===== config.mk =====
export PLATFORM = sky130hd
export DESIGN_NAME = ss_seq
export DESIGN_NICKNAME = d
export VERILOG_FILES = /design/src/rtl/ss_seq_pkg.sv /design/src/rtl/m2_edge_det.sv /design/src/rtl/ss_seq.sv
export SDC_FILE = /design/constraint.sdc
export NUM_CORES = 1
export LEC_CHECK = 0
export CAP_MARGIN = 20
export CORE_AREA = 3 3 55 95
export DETAILED_ROUTE_END_ITERATION = 6
export DIE_AREA = 0 0 58 98
export PLACE_DENSITY = 0.78
export SLEW_MARGIN = 10
export SYNTH_ARGS = -nofsm -noshare
export SYNTH_HDL_FRONTEND = slang
export SYNTH_SLANG_ARGS = --single-unit

===== constraint.sdc =====
create_clock -name clk -period 2.3 [get_ports clk]
set_input_delay 0.69 -clock clk [delete_from_list [all_inputs] [get_ports clk]]
set_output_delay 0.69 -clock clk [all_outputs]
set_load 0.005 [all_outputs]

===== src/rtl/ss_seq_pkg.sv =====
// Shared types and constants for the save-state sequencer.
// The VF_WAIT state exists only when SS_VERIFY_EN is defined.
package ss_seq_pkg;

  localparam int SS_ADDR_W = 8;
  localparam int SS_DATA_W = 8;

  localparam logic SS_DIR_SAVE    = 1'b0;
  localparam logic SS_DIR_RESTORE = 1'b1;

  typedef enum logic [2:0] {
    IDLE,
    RD_WAIT,
    RD_CAP,
    WR_FETCH,
    WR_HOLD,
    WR_GAP,
`ifdef SS_VERIFY_EN
    VF_WAIT,
`endif
    FIN
  } ss_state_e;

endpackage


===== src/rtl/m2_edge_det.sv =====
// Two-flop synchroniser for the asynchronous CPU M2 pin, with single-cycle
// rise/fall pulses taken from the synchronised history.
module m2_edge_det (
  input  logic clk,
  input  logic rst_n,
  input  logic m2,
  output logic rise,
  output logic fall
);

  // hist[1:0] are the synchroniser flops; hist[2] is the previous synced value.
  logic [2:0] hist;

  // NOTE: registers use non-blocking assignments so every flop samples the
  // pre-edge value of its neighbours, exactly like the hardware shift chain.
  always_ff @(posedge clk or negedge rst_n) begin
    if (!rst_n) hist <= '0;
    else        hist <= {hist[1:0], m2};
  end

  assign rise = (hist[2:1] == 2'b01);
  assign fall = (hist[2:1] == 2'b10);

endmodule


===== src/rtl/ss_seq.sv =====
// Save-state sequencer: copies mapper state to a buffer (save) or replays the
// buffer into the mapper (restore). Define SS_VERIFY_EN to add a read-back pass.
module ss_seq
  import ss_seq_pkg::*;
#(
  parameter int SS_LEN  = 128,
  parameter int M2_HOLD = 2
) (
  input  logic                 clk,
  input  logic                 rst_n,
  input  logic                 m2,
  input  logic                 start,
  input  logic                 dir,
  input  logic                 abort,
  output logic                 busy,
  output logic                 done,
  output logic                 err,
  output logic                 ss_act,
  output logic                 ss_we,
  output logic [SS_ADDR_W-1:0] ss_addr,
  output logic [SS_DATA_W-1:0] ss_wdat,
  input  logic [SS_DATA_W-1:0] ss_rdat,
  output logic [SS_ADDR_W-1:0] buf_addr,
  output logic [SS_DATA_W-1:0] buf_wdat,
  output logic                 buf_we,
  input  logic [SS_DATA_W-1:0] buf_rdat,
  output logic [SS_ADDR_W-1:0] last_addr
);

  localparam int CNT_W = $clog2(M2_HOLD + 1);
  localparam logic [CNT_W-1:0]     HOLD_LAST  = CNT_W'(M2_HOLD - 1);
  localparam logic [CNT_W-1:0]     FETCH_LAT  = CNT_W'(1);
  localparam logic [CNT_W-1:0]     FETCH_DONE = CNT_W'(2);
  localparam logic [SS_ADDR_W-1:0] ADDR_LAST  = SS_ADDR_W'(SS_LEN - 1);

  ss_state_e            state, state_d;
  logic [SS_ADDR_W-1:0] addr_d, last_d;
  logic [SS_DATA_W-1:0] wdat_d;
  logic [CNT_W-1:0]     cnt, cnt_d;
  logic                 rise_seen, rise_seen_d;
  logic                 err_d;
  logic                 m2_rise, m2_fall;
  logic                 active;

  m2_edge_det u_m2_edge_det (
    .clk  (clk),
    .rst_n(rst_n),
    .m2   (m2),
    .rise (m2_rise),
    .fall (m2_fall)
  );

  assign active   = (state != IDLE) && (state != FIN);
  assign busy     = active;
  assign ss_act   = active;
  assign done     = (state == FIN);
  // abort gates the strobes combinationally so the mapper is released at once.
  assign ss_we    = (state == WR_HOLD) && !abort;
  assign buf_we   = (state == RD_CAP) && !abort;
  assign buf_addr = ss_addr;
  assign buf_wdat = ss_rdat;

  // NOTE: every variable gets its default before the case statement, so no
  // path leaves a value unassigned and no latch is inferred.
  always_comb begin
    state_d     = state;
    addr_d      = ss_addr;
    cnt_d       = cnt;
    rise_seen_d = rise_seen;
    wdat_d      = ss_wdat;
    err_d       = err;
    last_d      = last_addr;

    unique case (state)
      IDLE: if (start) begin
        addr_d      = '0;
        cnt_d       = '0;
        rise_seen_d = 1'b0;
        err_d       = abort;
        if (abort)                      state_d = FIN;
        else if (dir == SS_DIR_RESTORE) state_d = WR_FETCH;
        else                            state_d = RD_WAIT;
      end
      RD_WAIT: if (m2_fall) begin
        if (cnt == HOLD_LAST) begin
          cnt_d   = '0;
          state_d = RD_CAP;
        end else begin
          cnt_d = cnt + CNT_W'(1);
        end
      end
      RD_CAP: begin
        if (ss_addr == ADDR_LAST) state_d = FIN;
        else begin
          addr_d  = ss_addr + SS_ADDR_W'(1);
          state_d = RD_WAIT;
        end
      end
      WR_FETCH: begin
        // Data is latched one cycle before ss_we rises to give the mapper setup.
        if (cnt == FETCH_LAT) wdat_d = buf_rdat;
        if (cnt == FETCH_DONE) begin
          cnt_d       = '0;
          rise_seen_d = 1'b0;
          state_d     = WR_HOLD;
        end else begin
          cnt_d = cnt + CNT_W'(1);
        end
      end
      WR_HOLD: begin
        if (m2_rise) rise_seen_d = 1'b1;
        if (m2_fall && rise_seen) begin
          if (cnt == HOLD_LAST) begin
            cnt_d   = '0;
            state_d = WR_GAP;
          end else begin
            cnt_d = cnt + CNT_W'(1);
          end
        end
      end
      WR_GAP: if (m2_fall) begin
        if (ss_addr == ADDR_LAST) begin
`ifdef SS_VERIFY_EN
          addr_d  = '0;
          state_d = VF_WAIT;
`else
          state_d = FIN;
`endif
        end else begin
          addr_d  = ss_addr + SS_ADDR_W'(1);
          state_d = WR_FETCH;
        end
      end
`ifdef SS_VERIFY_EN
      VF_WAIT: if (m2_fall) begin
        if (cnt == HOLD_LAST) begin
          cnt_d = '0;
          if (ss_rdat != buf_rdat) err_d = 1'b1;
          if (ss_addr == ADDR_LAST) state_d = FIN;
          else                      addr_d  = ss_addr + SS_ADDR_W'(1);
        end else begin
          cnt_d = cnt + CNT_W'(1);
        end
      end
`endif
      FIN:     state_d = IDLE;
      default: state_d = IDLE;
    endcase

    if (abort && active) begin
      state_d = FIN;
      addr_d  = ss_addr;
      err_d   = 1'b1;
    end

    if (state_d == FIN && state != FIN) last_d = addr_d;
  end

  always_ff @(posedge clk or negedge rst_n) begin
    if (!rst_n) begin
      state     <= IDLE;
      ss_addr   <= '0;
      cnt       <= '0;
      rise_seen <= 1'b0;
      ss_wdat   <= '0;
      err       <= 1'b0;
      last_addr <= '0;
    end else begin
      state     <= state_d;
      ss_addr   <= addr_d;
      cnt       <= cnt_d;
      rise_seen <= rise_seen_d;
      ss_wdat   <= wdat_d;
      err       <= err_d;
      last_addr <= last_d;
    end
  end

endmodule

After elaboration in Yosys (flattened, before gate mapping)
Cells that the tools add are included.
Word-level totals
  flip-flop bits (word level): 34
  latch bits: 0
  memory bits (writable): 0
  memory bits (read-only): 0
  input port bits: 22
  output and inout port bits: 46
  logic and storage cells: 76
  memories: 0
Operators by class
  $add $sub $neg: 2
  multiply operators: 0
  div/mod/pow operators: 0
  order comparisons: 0
  equal/unequal tests: 18
  shift-type cells: 0
  multiplexer cells: 31
  bitwise logic cells: 0
  reductions and logical operators: 17
Operators with widths (number)
  $mux 3: 11
  $mux 8: 4
  $pmux 8 s3: 1
  $pmux 3 s6: 1
  $eq 3x3->1 const B: 4
  $mux 2: 6
  $add 8x1->8 const B: 1
  $eq 8x7->1 const B: 1
  $ne 2x2->1 const B: 4
  $pmux 2 s4: 1
  $reduce_and 4->1: 2
  $eq 3x2->1 const B: 2
  $logic_and 1x1->1: 6
  $mux 1: 6
  $reduce_bool 3->1: 2
  $eq 2x1->1 const B: 2
  $eq 2x2->1 const B: 2
  $reduce_and 2->1: 2
  $reduce_bool 2->1: 2
  $reduce_bool 4->1: 1
  $eq 3x1->1 const B: 1
  $logic_not 3->1: 1
  $ne 3x3->1 const B: 1
  $pmux 1 s3: 1
  3 further kinds: 3

Longest topological paths before layout
Gate-level depths: netlist of the first run.
  depth after elaboration: 7
  mapped depth: 7
  mapped depth without buffers: 6

Modules after synthesis
From an unflattened synthesis of the first run, not the netlist that was laid out.
Second synthesis, totals
  cell total of the unflattened synthesis: 200
  area total of the unflattened synthesis: 2024.4 µm²
By module, submodules not included
  ss_seq: times used 1, cells each 195, area each 1934.4 µm², sequential area each 775.7 µm²
  m2_edge_det: times used 1, cells each 5, area each 90.1 µm², sequential area each 75.1 µm²

Least setup slack after synthesis of the first run
No wires, ideal clock.
  path kind: input-to-reg
  start: input port abort
  end: register last_addr[0]
  data arrival time: 1.986 ns
  data required time: 2.175 ns
  setup slack: 0.189 ns
  stages on the path: 6
  path buffers: 1
  cells stage by stage: clkbuf_1 -> nand2_1 -> o21ai_0 -> or4_4 -> o31ai_4 -> mux2_2
On the way
  cells in the longest elaborated chain, start to end: 6
Ends and longest elaborated chain
  from (decl): line ss_seq.sv:14  | input logic abort,
  $mux 3: line ss_seq.sv:80  | if (abort) state_d = FIN;
  $mux 3: line ss_seq.sv:75  | IDLE: if (start) begin
  $pmux 3 s6: line ss_seq.sv:74  | unique case (state)
  $mux 3 *: line ss_seq.sv:150  | if (abort && active) begin
  via state_d[2]: line ss_seq.sv:36  | ss_state_e state, state_d;
  $eq 3x3->1 *: line ss_seq.sv:156  | if (state_d == FIN && state != FIN) last_d = addr_d;
  $logic_and 1x1->1 *: line ss_seq.sv:156
  to (signal assigned): line ss_seq.sv:175  | last_addr <= last_d;
  to (decl): line ss_seq.sv:27  | output logic [SS_ADDR_W-1:0] last_addr
Mark *: on every way through the listed nets, which the timed path passes. The rest lies on a longest branch.
A chain may end at the register's enable or synchronous reset.

Final worst setup path of the first run
  start: register state[0]
  end: register last_addr[2]
On the way
  cells in the longest elaborated chain, start to end: 6
Ends and longest elaborated chain
  from (decl): line ss_seq.sv:36
  from (signal assigned): line ss_seq.sv:169  | state <= state_d;
  parallel branches: the longest is 3 deep, another holds $pmux 3 s6
  $mux 3 *: line ss_seq.sv:150
  via state_d[2]: line ss_seq.sv:36
  $eq 3x3->1 *: line ss_seq.sv:156
  $logic_and 1x1->1 *: line ss_seq.sv:156
Mark *: on every way through the listed nets, which the timed path passes.

==> results of run 1 <==
## worst max-delay path, delay by kind of cell (launching register included)
| family | cells | cell delay (ns) |
|---|---|---|
| compound gates | 2 | 0.16 |
| buf+inv | 4 | 0.60 |
| flops | 1 | 0.45 |
| mux | 1 | 0.32 |
| simple gates | 2 | 0.65 |
## per-stage QoR
| step | setup TNS [ns] | instance area (um^2) |
|---|---|---|
| after floorplan | 0 | 2060 |
| after global placement | -4.62 | 2700 |
| after detailed placement | -4.87 | 2700 |
| after CTS | -0.197 | 2810 |
| after global routing | -0.536 | 2900 |
| final | -0.0105 | 2900 |
## routing by layer
layer  part of all wire (%)  wire length (um)
met2                     54              2920
met1                     38              2070
met4                    2.6               140
met3                    5.4               291
met5                      0                 0
## kinds of logic after synthesis
logic type                 after synthesis  synth area share (%)
AOI/OAI and AO/OA                       54                  21.2
buffers and inverters                   33                  9.86
muxes                                   15                  8.22
adders and majority gates                1                 0.609
DFF                                     34                  41.4
and+or+nand+nor                         70                  18.7
## area by class of cell
| type | instances | area (um^2) |
|---|---|---|
| repair buffers | 94 | 843 |
| clock inverters | 1 | 7.51 |
| clock buffers | 6 | 72.6 |
| inverters | 7 | 26.3 |
| flip-flops and latches | 34 | 855 |
| well taps | 51 | 63.8 |
| multi-input cells | 140 | 1030 |
| fillers | 366 | 1580 |
## power by group through the flow
stage / combinational, mW / sequential (mW) / clock (mW)
5_1_grt: 1.84 / 0.885 / 0.454
4_1_cts: 1.54 / 0.876 / 0.425
2_1_floorplan: 0.913 / 0.907 / 0
6_report: 1.70 / 0.863 / 0.412
3_3_place_gp: 1.47 / 0.878 / 0
3_5_place_dp: 1.49 / 0.885 / 0
## worst max path at each step
stage                              end  depth (start not counted)      from
final                     last_addr[2]                          9  state[0]
after global routing      last_addr[3]                          9  state[0]
after detailed placement        buf_we                          5     abort
after CTS                       buf_we                          5     abort
after floorplan           last_addr[0]                          6     abort
after global placement           ss_we                          4     abort
## cells in the final DEF, fill, tap and decap left out, types with 2 or more instances in the layout
| cell | synthesis | layout |
|---|---|---|
| clkbuf_8 | 0 | 5 |
| mux2_1 | 4 | 4 |
| and3_1 | 3 | 3 |
| o21ai_0 | 10 | 10 |
| and2_1 | 2 | 2 |
| a31oi_1 | 7 | 7 |
| nand2b_1 | 7 | 6 |
| inv_1 | 7 | 7 |
| dlygate4sd2_1 | 0 | 3 |
| o221ai_1 | 2 | 2 |
| mux2_2 | 11 | 10 |
| clkdlybuf4s50_1 | 0 | 45 |
| o2111ai_1 | 2 | 2 |
| nand2_1 | 12 | 12 |
| or3_1 | 2 | 2 |
| or3b_4 | 1 | 2 |
| a32o_1 | 2 | 2 |
| a2111oi_4 | 2 | 2 |
| nand3_1 | 11 | 11 |
| nor3_1 | 2 | 2 |
| a21oi_1 | 6 | 6 |
| nor2_1 | 13 | 11 |
| o211ai_1 | 4 | 4 |
| nor2b_1 | 4 | 4 |
| dfrtp_1 | 34 | 31 |
| or2_2 | 3 | 3 |
| a21o_1 | 3 | 3 |
| o31ai_1 | 2 | 2 |
| buf_4 | 17 | 41 |
| nand3b_1 | 3 | 3 |
| o311ai_0 | 3 | 2 |
| a32oi_1 | 3 | 3 |
| dfrtp_2 | 0 | 3 |
## cell usage after synthesis, types with 2 or more instances
cell type / number / area share (%)
dfrtp_1: 34 / 41
buf_4: 17 / 6.2
nor2_1: 13 / 2.4
nand2_1: 12 / 2.2
mux2_2: 11 / 6.0
nand3_1: 11 / 2.7
o21ai_0: 10 / 2.4
a31oi_1: 7 / 2.1
inv_1: 7 / 1.3
nand2b_1: 7 / 2.1
a21oi_1: 6 / 1.5
buf_2: 6 / 1.5
mux2_1: 4 / 2.2
nor2b_1: 4 / 1.2
o211ai_1: 4 / 1.5
a21o_1: 3 / 1.1
a32oi_1: 3 / 1.3
and3_1: 3 / 0.91
nand3b_1: 3 / 1.1
o311ai_0: 3 / 1.3
or2_2: 3 / 0.91
a2111oi_4: 2 / 2.7
a32o_1: 2 / 0.97
and2_1: 2 / 0.61
clkbuf_1: 2 / 0.37
nor3_1: 2 / 0.49
o2111ai_1: 2 / 0.85
o221ai_1: 2 / 0.85
o31ai_1: 2 / 0.73
or3_1: 2 / 0.61
## sequential cells by signal, summed over array words and instances, names as in the netlist
signal / count
last_addr: 8
state: 3
rise_seen: 1
ss_wdat: 8
u_m2_edge_det.hist: 3
err: 1
buf_addr: 8
cnt: 2
## what timing repair did
action / CTS / global route
hold endpoints to repair: 0 / 0
gates resized for setup: 8 / 13
hold buffers: 0 / 0
setup endpoints to repair: 11 / 10
buffers inserted: 2 / 9
pin swaps: 1 / 6
==> summary.md, run 1 <==
| Metric | Value |
|---|---|
| Outcome | finished with violations |
| Failing checks | setup timing |
| M1 GR Usage | 22.7% |
| # rows | 32 |
| Initial Util | between 40% and 50% |
| Skew-Pair Late Insertion Delay | between 0.2 and 0.3 ns |
| Vias/cell | 5.75 |
| Crit-path max cell delay | ~0.56 ns |
| Post-synthesis async set-or-reset flop share | between 90% and 100% |
| RSZ-0062 raised after global routing | yes |
| Port-buffer cells | 51 |
| Flop pwr share | 29.0% |
| Worst Path Class, Setup | register to register |
| Worst R2R Setup Slack | -0.004 ns |
| Ys Warns | 0 |
| Met3 GRT Util | under 10% |
| Power share of the clock group | 13.9% |
| Final WL | ~5400 um |
| Mapped Area | ~2100 um^2 |
| Gr ovfl total | 0 |
| Hold-critical path depth | 0 |
| RR Startpoint | state[0] |
| Final ANT Viol Nets | 0 |
| Fmax | around 430 MHz |
| GP Congestion | around 0.85 |
| Worst Hold End | u_m2_edge_det.hist[1] |
| Worst setup margin | -0.00403 ns |
| Vias in the first global route | around 1,900 |
| Switching part of the total power | a little over a third |
| Die extent in y | ~98 um |
| Register area share after synthesis | a little over 40% |
| Nets | about 300 |
| Clock Tree Root | clkbuf_8 |
| DRC violations left | 0 |
| Max H-tree Level | 2 |
| Fraction of layout cells with a size suffix above 1 | about 28% |
| Grt met2 use | about a third |
| Dpl ws | -0.415 ns |
| Post-route non-filler standard cell count | about 330 |
| Largest net degree at the start of global routing | 35 |
| Min-Delay Path Class | register to register |
| Area delta synth->final | 41.1% |
| Worst setup EP type | register |
| Layout Skew | slightly above 0.008 ns |
| Cell depth of the worst flop-to-flop path | 9 |
| Post-DP HPWL | between 4000 and 5000 um |
| Die Width | roughly 58 um |
| Crit Path Max Fanout | 8 |
| Final hold vios | 0 |
| Worst-Margin Slew | approximately 0.42 ns |
| VDD IR max | ~0.00073 V |
| # placed instances | 316 |
| Overall Global Routing Usage | about 20% |
| Mean area per synthesized cell | around 10 um^2 |
| Cell Chain, Critical Path | buf_4, buf_4, buf_4, nand3b_1, a21oi_1, or4_4, o31ai_4, buf_12, mux2_1 |
| Cell Pwr Density | ~1000 nW/um^2 |
| Initial antenna violation count | 0 |
| Clock Sinks | 34 |
| Die ar. | ~5700 um^2 |
| Max stage delay cell, worst path | or4_4 |
| # diodes | 0 |
| Slew headroom | 71.5% |
| Final Max Tran Viols | 0 |
| Num CTS Buffers | 5 |
| # Max-Cap Violations | 0 |
| Critical path arrival | about 2.5 ns |
| Pleak | ~1.3 nW |
| Final Util | 64.7% |
| Clock buffer depth | 2 |
| Worst path required time | between 2 and 2.5 ns |
| Core Box Area | between 4000 and 5000 um^2 |
| Endpoints failing setup | 3 |
| Syn_nets | between 200 and 250 |
| Startpoint types | register |
| DRT iter0 DRCs | 60 |
| Switch Pwr | about 1.1 mW |
| Number of distinct library cells after synthesis | 48 |
| CP dominant cell by count | buf_4 |
| Ys flop type | dfrtp_1 |
| Drt first pass iters | 4 |
| First-pass GRT wire length | approximately 8800 um |
| Reg-to-reg endpoint | last_addr[2] |
| Post-synth EDFFs | 0 |
| Via Count | around 1,900 |
| CTS tree | yes |
| Minimum clock period | 2.30 ns |
| Synth Register Bits | 34 |
| Total Power | roughly 3.0 mW |
| DR WL/cell | 16.3 um |
| Logic pwr share | a little under three fifths |
| Clk slew on worst S/H paths | approximately 0.070 ns |
| IO Count | between 60 and 70 |
| Final hold slack | 0.348 ns |
| Post-Syn Instances | between 200 and 250 |
| Tcrit/Tclk final | 100% |
| Grt peak-use layer | met2 |
| Hold_sp | u_m2_edge_det.hist[0] |
| Internal power | around 1.9 mW |
No activity file was read; power rests on OpenSTA's default activity.
==> run 2: changes to the inputs <==
- REMOVE_ABC_BUFFERS: unset -> 1
==> run 2 against run 1 <==
  * The flow now finishes without violations
  * Cell count did not move
  * Utilization fell by 0.20 points
  * First-iteration DRC count fell by 1.7%
  * Setup slack improved by 0.050 ns
  * Design area fell by 0.30%
  * Via count rose by 1.8%
  * Register-to-register slack improved by 0.06 ns
  * Sequential power rose by 0.6%
  * Wire length rose by 8.1%
  * Clock power rose by 1%
  * Hold slack improved by 0.0065 ns
  * Count of clock-buffer cells in the layout did not move
  * Critical endpoint is now buf_we
==> summary.md, run 2 (same netlist as run 1, synthesis figures left out) <==
| Metric | Value |
|---|---|
| # diodes | 0 (unchanged) |
| Area delta synth->final | 40.7% |
| Area after DPL | 2720 um^2 (+0.74%) |
| Post-CTS Hold Fix Bufs | 0 (unchanged) |
| Critical path arrival | 1.56 ns (-0.90 ns) |
| Worst path required time | 1.61 ns (-0.84 ns) |
| Overall Global Routing Usage | 21.2% (+1.1 points) |
| Worst setup margin | 0.0457 ns (+0.0497 ns) |
| Fmax | 444 MHz (+2.2%) |
| DRC violations left | 0 (unchanged) |
| # Max-Cap Violations | 0 (unchanged) |
| Port-buffer cells | 51 (unchanged) |
| Grt peak-use layer | met2 |
| Final WL | 5870 um (+8.1%) |
| Worst setup EP type | primary output |
| Total Power | 3.03 mW (+1.8%) |
| Crit Path Max Fanout | 5 (-3) |
| Layout Skew | 0.00571 ns (-0.00248 ns) |
| Worst-Margin Slew | 0.536 ns (+0.113 ns) |
| Gr ovfl total | 0 (unchanged) |
| Slew headroom | 63.9% (-7.5 points) |
| Final hold vios | 0 (unchanged) |
| Clock Tree Root | clkbuf_8 |
| M1 GR Usage | 22.1% (-0.66 points) |
| DR WL/cell | 17.6 um (+8.1%) |
| Num CTS Buffers | 5 (unchanged) |
| Skew-Pair Late Insertion Delay | 0.28 ns (about the same) |
| CTS tree | yes |
| VDD IR max | 0.000868 V (+19%) |
| Outcome | completed |
| Largest net degree at the start of global routing | 35 (unchanged) |
| Final Util | 64.5% (-0.20 points) |
| RSZ-0062 raised after global routing | yes |
| GP Congestion | 0.880 (+3.4%) |
| Fill cells | 375 (+2.5%) |
| Clk slew on worst S/H paths | 0.07 ns (about the same) |
| Die ar. | 5680 um^2 (unchanged) |
| Final hold slack | 0.355 ns (+0.00653 ns) |
| Via Count | 1,951 (+1.8%) |
| First-pass GRT wire length | 9450 um (+7.7%) |
| Pleak | 1.27 nW (-1.2%) |
| IO Count | 68 (unchanged) |
| Grt met2 use | 39.0% (+4.1 points) |
| Nets | 305 (unchanged) |
| Met3 GRT Util | 4.76% (+0.53 points) |
| # rows | 32 (unchanged) |
| Dpl ws | -0.533 ns (-0.118 ns) |
| Most common cell after layout, fill and taps aside | clkdlybuf4s50_1 |
| Minimum clock period | 2.25 ns (-0.0497 ns) |
| Startpoint types | register |
| Fraction of layout cells with a size suffix above 1 | 27.7% (-0.71 points) |
| Final ANT Viol Nets | 0 (unchanged) |
| Drt first pass iters | 5 (+1) |
| Worst Path Class, Setup | register to primary output |
| Tcrit/Tclk final | 98.0% (-2.2 points) |
| Clock Sinks | 34 (unchanged) |
| Endpoints failing setup | 0 (-3) |
| Post-Route Setup TNS | 0 ns (+0.0105 ns) |
| Final Max Tran Viols | 0 (unchanged) |
| # placed instances | 317 (+0.32%) |
| Initial antenna violation count | 0 (unchanged) |
| Post-route non-filler standard cell count | 333 (unchanged) |
| Cell Pwr Density | 1050 nW/um^2 (+2.1%) |
| Initial Util | 45.8% (unchanged) |
| Commonest cells after routing, fill and taps aside | clkdlybuf4s50_1, buf_4, dfrtp_1 |
| Post-DP HPWL | 4210 um (+4.4%) |
| Vias/cell | 5.86 (+1.8%) |
| DRT iter0 DRCs | 59 (-1.7%) |
| Die extent in y | 98 um (unchanged) |
| Min-Delay Path Class | register to register |
| Max H-tree Level | 2 (unchanged) |
| Vias in the first global route | 1,990 (+6.5%) |
| Core Box Area | 4480 um^2 (unchanged) |
| Die Width | 58 um (unchanged) |
| Fin area | 2890 um^2 (-0.30%) |
| Clock buffer depth | 2 (unchanged) |
## run 2: cell count changes in the layout (fill, tap and decap cells not counted), sizes merged
cell	before	now
clkdlybuf4s15	1	2
clkdlybuf4s50	45	46
dlygate4sd2	3	2
dlymetal6s2s	1	0
## run 2: final cells by class
cell class,count,area (um^2),area share (%)
repair buffers,94,848,29.3
multi-input cells,140,1020,35.3
clock buffers,6,72.6,2.51
well taps,51,63.8,2.21
flip-flops and latches,34,853,29.5
clock inverters,1,7.51,0.260
inverters,7,26.3,0.908
## run 2: per-layer routing
metal / vias to the layer above / wire (um)
met5: - / 0
met3: 18 / 309
met4: 0 / 198
met1: 959 / 2090
li1: 892 / -
met2: 82 / 3270
## run 2: critical path: stages, from the launching register on
cell and delay [ns]:
dfrtp_2 0.44, nand2b_1 0.17, nand2b_4 0.14, inv_1 0.05, clkdlybuf4s50_1 0.48
## run 2: power breakdown
part           internal [mW]  leakage, nW  switching [mW]
sequential             0.742        0.445           0.126
combinational          0.965        0.790           0.777
clock                  0.207       0.0373           0.209
## run 2: final timing paths
check / start / to / slack [ns] / cells past startpoint
worst max-delay path: state[0] / buf_we / 0.05 / 4
worst min-delay path: u_m2_edge_det.hist[0] / u_m2_edge_det.hist[1] / 0.35 / 0
worst max register to register: state[0] / last_addr[3] / 0.06 / 7
worst min register to register: u_m2_edge_det.hist[0] / u_m2_edge_det.hist[1] / 0.35 / 0
max in group asynchronous: rst_n / state[0] / 1.15 / 2
min in group asynchronous: rst_n / ss_wdat[2] / 0.81 / 2
## run 2: timing repair
item | 4_1_cts | 5_1_grt
gates resized for setup | 8 | 8
buffers inserted | 1 | 8
hold endpoints to repair | 0 | 0
endpoints found under the setup margin | 14 | 4
pin swaps | 1 | 2
